--- src/rtl/telem_rx_if.sv ---
// Serial line into telem_rx and the decoded telemetry it presents.
// slave is the receiver side, master the line driver / consumer side.
interface telem_rx_if;
    logic        rx;
    logic [11:0] batt;
    logic [11:0] curr;
    logic [11:0] torque;
    logic        vld;
    logic        err;
    logic [7:0]  frm_cnt;

    modport master (output rx, input batt, curr, torque, vld, err, frm_cnt);
    modport slave  (input rx, output batt, curr, torque, vld, err, frm_cnt);
endinterface

--- src/rtl/telem_rx.sv ---
// 8N1 UART receiver plus 8-byte telemetry frame parser (AA 55 + three 12-bit readings).
// Outputs update atomically on a complete, well-formed frame.
module telem_rx #(
    parameter int unsigned BAUD_DIV = 2604
) (
    input  logic      clk,
    input  logic      rst,
    telem_rx_if.slave bus
);
    localparam logic [11:0] FullDiv = 12'(BAUD_DIV);
    localparam logic [11:0] HalfDiv = 12'(BAUD_DIV / 2);

    typedef enum logic [1:0] {StIdle, StStart, StData, StStop} bit_state_e;
    typedef enum logic [1:0] {PsHuntAa, PsHunt55, PsData} parse_state_e;

    logic        rx_meta_q, rx_sync_q, rx_prev_q;
    logic [1:0]  fill_q;
    logic        fall;

    bit_state_e  bstate_q, bstate_d;
    logic [11:0] cnt_q, cnt_d;
    logic [2:0]  bit_idx_q, bit_idx_d;
    logic [7:0]  shreg_q, shreg_d;
    logic        expire, byte_done, frame_err, byte_rdy_q;

    parse_state_e pstate_q, pstate_d;
    logic [2:0]   pidx_q, pidx_d;
    logic         fmt_err, frame_done, store;
    logic [11:0]  sh_batt_q, sh_curr_q;
    logic [3:0]   sh_tq_hi_q;
    logic [11:0]  batt_q, curr_q, torque_q;
    logic [7:0]   frm_cnt_q;
    logic         vld_q, err_q;

    // fill_q blocks edge detection until the synchronizer holds real samples,
    // so a line already low at reset release is not mistaken for a start bit.
    always_ff @(posedge clk) begin
        if (rst) begin
            rx_meta_q <= 1'b1;
            rx_sync_q <= 1'b1;
            rx_prev_q <= 1'b1;
            fill_q    <= 2'd0;
        end else begin
            rx_meta_q <= bus.rx;
            rx_sync_q <= rx_meta_q;
            rx_prev_q <= rx_sync_q;
            if (fill_q != 2'd3) fill_q <= fill_q + 2'd1;
        end
    end

    assign fall   = (fill_q == 2'd3) && rx_prev_q && !rx_sync_q;
    assign expire = (cnt_q == 12'd1);

    always_ff @(posedge clk) begin
        if (rst) begin
            bstate_q   <= StIdle;
            cnt_q      <= 12'd0;
            bit_idx_q  <= 3'd0;
            shreg_q    <= 8'd0;
            byte_rdy_q <= 1'b0;
        end else begin
            bstate_q   <= bstate_d;
            cnt_q      <= cnt_d;
            bit_idx_q  <= bit_idx_d;
            shreg_q    <= shreg_d;
            byte_rdy_q <= byte_done;
        end
    end

    always_comb begin
        bstate_d  = bstate_q;
        cnt_d     = cnt_q;
        bit_idx_d = bit_idx_q;
        shreg_d   = shreg_q;
        if (bstate_q != StIdle) cnt_d = expire ? FullDiv : cnt_q - 12'd1;
        case (bstate_q)
            StIdle: begin
                if (fall) begin
                    cnt_d    = HalfDiv;
                    bstate_d = StStart;
                end
            end
            StStart: begin
                if (expire) begin
                    if (rx_sync_q) begin
                        bstate_d = StIdle;
                    end else begin
                        bstate_d  = StData;
                        bit_idx_d = 3'd0;
                    end
                end
            end
            StData: begin
                if (expire) begin
                    shreg_d   = {rx_sync_q, shreg_q[7:1]};
                    bit_idx_d = bit_idx_q + 3'd1;
                    if (bit_idx_q == 3'd7) bstate_d = StStop;
                end
            end
            StStop: begin
                if (expire) bstate_d = StIdle;
            end
            default: bstate_d = StIdle;
        endcase
    end

    always_comb begin
        byte_done = (bstate_q == StStop) && expire && rx_sync_q;
        frame_err = (bstate_q == StStop) && expire && !rx_sync_q;
    end

    always_ff @(posedge clk) begin
        if (rst) begin
            pstate_q <= PsHuntAa;
            pidx_q   <= 3'd0;
        end else begin
            pstate_q <= pstate_d;
            pidx_q   <= pidx_d;
        end
    end

    always_comb begin
        pstate_d = pstate_q;
        pidx_d   = pidx_q;
        if (frame_err) begin
            pstate_d = PsHuntAa;
        end else if (byte_rdy_q) begin
            case (pstate_q)
                PsHuntAa: if (shreg_q == 8'hAA) pstate_d = PsHunt55;
                PsHunt55: begin
                    if (shreg_q == 8'h55) begin
                        pstate_d = PsData;
                        pidx_d   = 3'd0;
                    end else if (shreg_q != 8'hAA) begin
                        pstate_d = PsHuntAa;
                    end
                end
                PsData: begin
                    if ((!pidx_q[0] && shreg_q[7:4] != 4'h0) || pidx_q == 3'd5) begin
                        pstate_d = PsHuntAa;
                    end else begin
                        pidx_d = pidx_q + 3'd1;
                    end
                end
                default: pstate_d = PsHuntAa;
            endcase
        end
    end

    always_comb begin
        fmt_err    = byte_rdy_q && (pstate_q == PsData) && !pidx_q[0] && (shreg_q[7:4] != 4'h0);
        frame_done = byte_rdy_q && (pstate_q == PsData) && (pidx_q == 3'd5);
        store      = byte_rdy_q && (pstate_q == PsData) && !fmt_err;
    end

    // Torque low byte is taken straight from the shift register on the final byte.
    always_ff @(posedge clk) begin
        if (rst) begin
            sh_batt_q  <= 12'd0;
            sh_curr_q  <= 12'd0;
            sh_tq_hi_q <= 4'd0;
            batt_q     <= 12'd0;
            curr_q     <= 12'd0;
            torque_q   <= 12'd0;
            frm_cnt_q  <= 8'd0;
            vld_q      <= 1'b0;
            err_q      <= 1'b0;
        end else begin
            vld_q <= frame_done;
            err_q <= frame_err | fmt_err;
            if (store) begin
                case (pidx_q)
                    3'd0:    sh_batt_q[11:8] <= shreg_q[3:0];
                    3'd1:    sh_batt_q[7:0]  <= shreg_q;
                    3'd2:    sh_curr_q[11:8] <= shreg_q[3:0];
                    3'd3:    sh_curr_q[7:0]  <= shreg_q;
                    3'd4:    sh_tq_hi_q      <= shreg_q[3:0];
                    default: ;
                endcase
            end
            if (frame_done) begin
                batt_q    <= sh_batt_q;
                curr_q    <= sh_curr_q;
                torque_q  <= {sh_tq_hi_q, shreg_q};
                frm_cnt_q <= frm_cnt_q + 8'd1;
            end
        end
    end

    assign bus.batt    = batt_q;
    assign bus.curr    = curr_q;
    assign bus.torque  = torque_q;
    assign bus.vld     = vld_q;
    assign bus.err     = err_q;
    assign bus.frm_cnt = frm_cnt_q;
endmodule

--- src/flat_wrapper.sv ---
// flat-port wrapper written by rule: the top's interface ports become plain ports
module telem_rx_flat 
#(
    parameter int unsigned BAUD_DIV = 2604
)
  (clk, rst, bus_rx, bus_batt, bus_curr, bus_torque, bus_vld, bus_err, bus_frm_cnt);
  telem_rx_if bus_i ();
  input  logic clk;
  input  logic rst;
  input wire logic [$bits(bus_i.rx)-1:0] bus_rx;
  output wire logic [$bits(bus_i.batt)-1:0] bus_batt;
  output wire logic [$bits(bus_i.curr)-1:0] bus_curr;
  output wire logic [$bits(bus_i.torque)-1:0] bus_torque;
  output wire logic [$bits(bus_i.vld)-1:0] bus_vld;
  output wire logic [$bits(bus_i.err)-1:0] bus_err;
  output wire logic [$bits(bus_i.frm_cnt)-1:0] bus_frm_cnt;
  assign bus_i.rx = bus_rx;
  assign bus_batt = bus_i.batt;
  assign bus_curr = bus_i.curr;
  assign bus_torque = bus_i.torque;
  assign bus_vld = bus_i.vld;
  assign bus_err = bus_i.err;
  assign bus_frm_cnt = bus_i.frm_cnt;
  telem_rx #(.BAUD_DIV(BAUD_DIV)) u_core (.clk(clk), .rst(rst), .bus(bus_i));
endmodule
--- config.mk ---
export PLATFORM = sky130hd
export DESIGN_NAME = telem_rx_flat
export DESIGN_NICKNAME = d
export VERILOG_FILES = /design/src/rtl/telem_rx_if.sv /design/src/rtl/telem_rx.sv /design/src/flat_wrapper.sv
export SDC_FILE = /design/constraint.sdc
export NUM_CORES = 1
export LEC_CHECK = 0
export ABC_CLOCK_PERIOD_IN_PS = 2100
export CORE_ASPECT_RATIO = 0.5
export CORE_MARGIN = 3
export CORE_UTILIZATION = 57
export CTS_BUF_LIST = sky130_fd_sc_hd__clkbuf_4 sky130_fd_sc_hd__clkbuf_8
export DETAILED_ROUTE_END_ITERATION = 12
export DONT_BUFFER_PORTS = 1
export GPL_ROUTABILITY_DRIVEN = 0
export PLACE_DENSITY = 0.82
export SYNTH_ARGS = -nofsm -noshare
export SYNTH_HDL_FRONTEND = slang
export SYNTH_SLANG_ARGS = --single-unit
--- constraint.sdc ---
create_clock -name clk -period 2.1 [get_ports clk]
set_input_delay 0.21 -clock clk [delete_from_list [all_inputs] [get_ports clk]]
set_output_delay 0.21 -clock clk [all_outputs]
set_load 0.05 [all_outputs]
== Yosys cells after proc, flatten, opt, wreduce, memory -nomap -nowiden ==
Cells that the tools add are included.

* Reductions and logical operators: 33
* Add/sub/neg operators: 5
* Equal/unequal tests: 28
* Bitwise gates (word level): 2
* Multiplexer cells: 23

{| class="wikitable"
|+ Operator list
! cell !! number
|-
| $mux W12 || 4
|-
| $mux W2 || 10
|-
| $ne A2 B1 Y1 const B || 8
|-
| $mux W3 || 5
|-
| $eq A12 B1 Y1 const B || 1
|-
| $pmux W3 S2 || 2
|-
| $reduce_and A2 Y1 || 6
|-
| $sub A12 B1 Y12 const B || 1
|-
| $logic_and A1 B1 Y1 || 11
|-
| $reduce_and A5 Y1 || 2
|-
| $eq A3 B3 Y1 const B || 3
|-
| $add A8 B1 Y8 const B || 1
|-
| $eq A2 B2 Y1 const B || 4
|-
| $eq A8 B7 Y1 const B || 1
|-
| $eq A8 B8 Y1 const B || 1
|-
| $ne A8 B8 Y1 const B || 1
|-
| $pmux W2 S4 || 1
|-
| $reduce_and A4 Y1 || 2
|-
| $add A3 B1 Y3 const B || 2
|-
| $eq A3 B2 Y1 const B || 2
|-
| $ne A2 B2 Y1 const B || 3
|-
| $pmux W2 S3 || 1
|-
| $reduce_bool A2 Y1 || 3
|-
| $eq A2 B1 Y1 const B || 2
|-
| 11 further kinds || 14
|}

* Input port bits: 3
* Word-level logic and storage cells: 113
* Register bits after elaboration: 110
* Output and inout bits: 46

== Logic depth before layout (Yosys ltp) ==
* Depth in word-level cells: 7
* Mapped depth: 8
* Depth with buffers taken out: 6

== Least setup slack after synthesis ==
No wires, ideal clock.

* Path type: flip-flop to flip-flop
* Start point: reg u_core.cnt_q[1]
* End point: reg u_core.pidx_q[2]
* Cell stages (with the launch flop): 7
* Buffers on the path: 0
* Arrival time: 1756 ps
* Library setup time: 121 ps
* Path slack: 223 ps
* Data required time: 1979 ps
* Period minus slack after synthesis: 1877 ps
* Path through: dfxtp_1 > inv_1 > ha_1 > or4b_4 > o41ai_2 > a21oi_2 > mux2_4

* Word-level cells in the longest chain between the ends: 5

{| class="wikitable"
|+ Ends and longest elaborated chain
! item !! line !! RTL
|-
| start: declaration || telem_rx.sv:21 || <nowiki>logic [11:0] cnt_q, cnt_d;</nowiki>
|-
| start signal: assignment || telem_rx.sv:63 || <nowiki>cnt_q <= cnt_d;</nowiki>
|-
| $eq A12 B1 Y1 || telem_rx.sv:52 || <nowiki>assign expire = (cnt_q == 12'd1);</nowiki>
|-
| $logic_and A1 B1 Y1 (2 in series) || telem_rx.sv:109 || <nowiki>frame_err = (bstate_q == StStop) && expire && !rx_sync_q;</nowiki>
|-
| $not A1 Y1 (no line) || -- ||
|-
| $reduce_and A5 Y1 (no line) || -- ||
|-
| end signal: assignment || telem_rx.sv:118 || <nowiki>pidx_q <= pidx_d;</nowiki>
|-
| end: declaration || telem_rx.sv:27 || <nowiki>logic [2:0] pidx_q, pidx_d;</nowiki>
|}

Every way passes these cells.
A chain may end at the register's enable or synchronous reset.

== Final worst setup path ==
* Start point: reg u_core.cnt_q[1]
* End point: reg u_core.bstate_q[0]

* Word-level cells in the longest chain between the ends: 3
* Elaborated cells on any way between the ends: 5
* Classes of those cells: eq/ne: 4; reduce/logical: 1

{| class="wikitable"
|+ Ends and longest elaborated chain
! item !! line !! RTL
|-
| $eq A12 B1 Y1 * || telem_rx.sv:52 ||
|-
| $ne A2 B1 Y1 (no line) || -- ||
|-
| $reduce_and A5 Y1 (no line) * || -- ||
|-
| end signal: assignment || telem_rx.sv:56 || <nowiki>bstate_q <= StIdle;</nowiki>
|-
| end signal: assignment || telem_rx.sv:62 || <nowiki>bstate_q <= bstate_d;</nowiki>
|-
| end: declaration || telem_rx.sv:20 || <nowiki>bit_state_e bstate_q, bstate_d;</nowiki>
|}

Mark *: on every way between the ends. The rest lies on a longest branch, timed or not.

==> flow_summary_export.csv <==
group,metric,value,unit
logic_synthesis,yosys.area.top_type,"dfxtp_1",
floorplanning,die-area,9190,µm²
power_and_ir_drop,leakagePower,1.980,nW
placed_design,dpl.hpwl,6221,µm
clock_tree,clock_path_buffers,2,
floorplanning,rows,22,
final_layout,diodes,0,
run,drv_cap,0,
critical_path,worst_r2r_endpoint,"u_core.bstate_q[0]",
final_layout,fin_util,67.10,%
logic_synthesis,ys.flop_type,"dfxtp_1",
floorplanning,core,7542,µm²
floorplanning,fp.dieW,132.6,µm
final_layout,fin_nets,526,
critical_path,startpoint,"u_core.cnt_q[1]",
clock_tree,cts_buffers,9,
logic_synthesis,synthTopCellsByCount,"dfxtp_1 (110), nand2_1 (86), nor2_1 (51), a21oi_1 (47), mux2i_1 (40)",
logic_synthesis,synthArstFlopShare,0,%
clock_tree,cts_tree,"yes",
power_and_ir_drop,ir_drop,0.3910,mV
final_layout,final_area,5061,µm²
sta,holdWs,0.02726,ns
logic_synthesis,synth_top_area_share,48.21,%
logic_synthesis,yosysWarnings,0,
global_routing,grt_pass1_vias,3280,
logic_synthesis,postSynthAreaPerCell,9.010,µm²
global_routing,track_usage,21.02,%
sta,min_period_over_period,93.40,%
placed_design,placed_area,4760,µm²
critical_path,critical-path-slowest-cell,"or4b_4",
logic_synthesis,syn_inst,507,
route,drt.antenna.violating_nets,0,
worst_hold_path,worstHoldPathCells,2,
sta,setup_tns,0,ns
sta,fin_worst_skew,0.01405,ns
critical_path,cp-end-kind,"flop",
logic_synthesis,yosysMostFrequentCell,"dfxtp_1",
critical_path,rr_worst_depth,6,
logic_synthesis,synth_area,4568,µm²
sta,layout_min_cycle_time,1.961,ns
floorplanning,start_util,60.57,%
route,vias,3560,
logic_synthesis,synth_area_leaders,"dfxtp_1 (48%), mux2i_1 (8.8%), nand2_1 (7.1%), a21oi_1 (5.1%), nor2_1 (4.2%)",
route,dr.first_iter.drc_count,229,
power_and_ir_drop,power_density,865.9,nW/µm²
logic_synthesis,synth_fp_nets,521,
clock_tree,root_buffer,"clkbuf_8",
route,drc,0,
critical_path,r2r_slack,0.14,ns
global_routing,grt_pass1_wl,15880,µm
logic_synthesis,synth_cell_types,58,
sta,worst_pin_slew,0.6225,ns
critical_path,crit_fanout,5,
worst_hold_path,worstHoldStart,"rst",
route,via_per_inst,5.696,
clock_tree,cts.sinks,110,
critical_path,start_kind,"flop",
critical_path,worstPathRequired,2.38,ns
sta,setup_violations,0,
clock_tree,h-tree-depth,3,
sta,max_freq,509.8,MHz
logic_synthesis,synth_edf_count,0,
sta,slew_headroom,58.50,%
final_layout,synthToLayoutAreaGrowth,10.79,%
global_routing,grt_max_degree,98,
route,drtPass1Iterations,5,
final_layout,layout-drive-gt1-share,11.99,%
logic_synthesis,ys_seq_elements,110,
logic_synthesis,ys_seq_area_share,48.21,%
sta,hold_violations,0,
route,finalWirelength,9588,µm
worst_hold_path,hp-class,"primary input to flop",
critical_path,crit_arrival,2.24,ns
critical_path,regToRegStartpoint,"u_core.cnt_q[1]",
worst_hold_path,whs_endpoint,"u_core.pstate_q[1]",
critical_path,critPathMaxStageDelay,0.54,ns
clock_tree,clkLatencyLatePin,0.38,ns
sta,rsz0062_at_grt,"no",
global_routing,gr-total-overflow,0,
global_routing,antenna_found_initial,0,
outcome,outcome,"finished clean",
floorplanning,ioPinCount,49,
critical_path,crit_chain,"inv_1 -> ha_1 -> or4b_4 -> nor3_2 -> a21boi_1 -> o41ai_1",
clock_tree,path_clk_slew,0.11,ns
floorplanning,die_h,69.30,µm
route,routedWlPerCell,15.34,µm
placed_design,io_buffers,0,
critical_path,path_class,"flop to flop",
sta,drv_slew,0,
-- report_power, final --
group	switching, mW	total (mW)	internal, mW
logic	0.437	0.747	0.311
registers	0.116	2.29	2.18
clock network	0.762	1.34	0.580
total	1.31	4.38	3.07
-- worst max-delay path: cells and delay by family (launching register included) --
family,cells,cell delay [ns]
buffers and inverters,1,0.09
AO/OA/AOI/OAI,2,0.41
AND/OR/NAND/NOR,2,0.87
flip-flops,1,0.33
adder cells (fa/ha/maj),1,0.16
-- worst max path at each step --
stage / end / slack [ns]
after floorplan: u_core.pidx_q[2] / 0.22
after global placement: u_core.shreg_q[6] / 0.16
after detailed placement: u_core.pidx_q[2] / 0.06
after CTS: u_core.pidx_q[2] / 0.05
after global routing: u_core.bstate_q[0] / 0.03
final: u_core.bstate_q[0] / 0.14
-- state kept, by name (all words and copies together), names as in the netlist, 2 cells and up, named ones only --
register	flops
u_core.bus.batt	12
u_core.bus.curr	12
u_core.bus.torque	12
u_core.cnt_q	12
u_core.sh_batt_q	12
u_core.sh_curr_q	12
u_core.bus.frm_cnt	8
u_core.shreg_q	8
u_core.sh_tq_hi_q	4
u_core.bit_idx_q	3
u_core.pidx_q	3
u_core.fill_q	2
u_core.pstate_q	2
-- logic make-up after synthesis --
family	after synthesis	share of synthesized area, %
buf+inv	42	3.670
simple gates	210	22.65
fa+ha+maj	11	3.013
mux	42	9.340
xor+xnor	8	1.534
flops	110	48.21
compound gates	84	11.59
-- metrics by stage --
| stage | setup slack [ns] | cells | power, mW |
|---|---|---|---|
| floorplan | 0.2230 | 507 | 2.817 |
| global placement | 0.1612 | 604 | 2.948 |
| detailed placement | 0.06164 | 604 | 2.978 |
| CTS | 0.04907 | 623 | 4.346 |
| global route | 0.03008 | 625 | 4.586 |
| finish | 0.1386 | 625 | 4.382 |
-- what timing repair did --
| item | in CTS | in global routing |
|---|---|---|
| buffers inserted | 0 | 1 |
| hold buffers | 3 | 0 |
| resized for setup | 0 | 4 |
| endpoints found under the setup margin | 0 | 9 |
| hold endpoints to repair | 97 | 0 |
-- placed cells by master (no fill, tap or decap), types with 3 or more instances in the layout --
| cell | synthesis | routed |
|---|---|---|
| clkbuf_8 | 0 | 9 |
| xor2_1 | 3 | 3 |
| nand3b_1 | 3 | 3 |
| buf_4 | 1 | 24 |
| nor4_1 | 4 | 4 |
| or2_2 | 5 | 5 |
| nor3_1 | 7 | 6 |
| nand2b_1 | 8 | 8 |
| dfxtp_1 | 110 | 110 |
| or4_1 | 4 | 3 |
| ha_1 | 11 | 11 |
| xnor2_1 | 5 | 5 |
| o2111ai_1 | 3 | 3 |
| o21ai_0 | 5 | 5 |
| o21a_1 | 3 | 3 |
| nand2_1 | 86 | 86 |
| nor2b_1 | 5 | 5 |
| nor2_1 | 51 | 51 |
| nand4_1 | 6 | 6 |
| a21oi_1 | 47 | 47 |
| mux2i_1 | 40 | 40 |
| inv_1 | 7 | 7 |
| nand3_1 | 4 | 4 |
| or3_1 | 9 | 9 |
| a31oi_1 | 7 | 7 |
-- final cells by class --
type,instances,area [µm²]
inverters,7,26.28
repair buffers,29,252.7
multi-input cells,355,2227
well taps,108,135.1
clock inverters,7,93.84
flip-flops and latches,110,2202
clock buffers,9,123.9
fillers,620,2481
-- layer usage --
layer / GRT usage, % / wire (µm) / vias up
met5: 0 / 0 / -
met4: 8.180 / 118 / 0
met3: 5.942 / 611 / 12
met2: 31.62 / 4314 / 87
met1: 28.74 / 4543 / 1700
li1: - / - / 1761
Power figures use the tool's default switching activity.
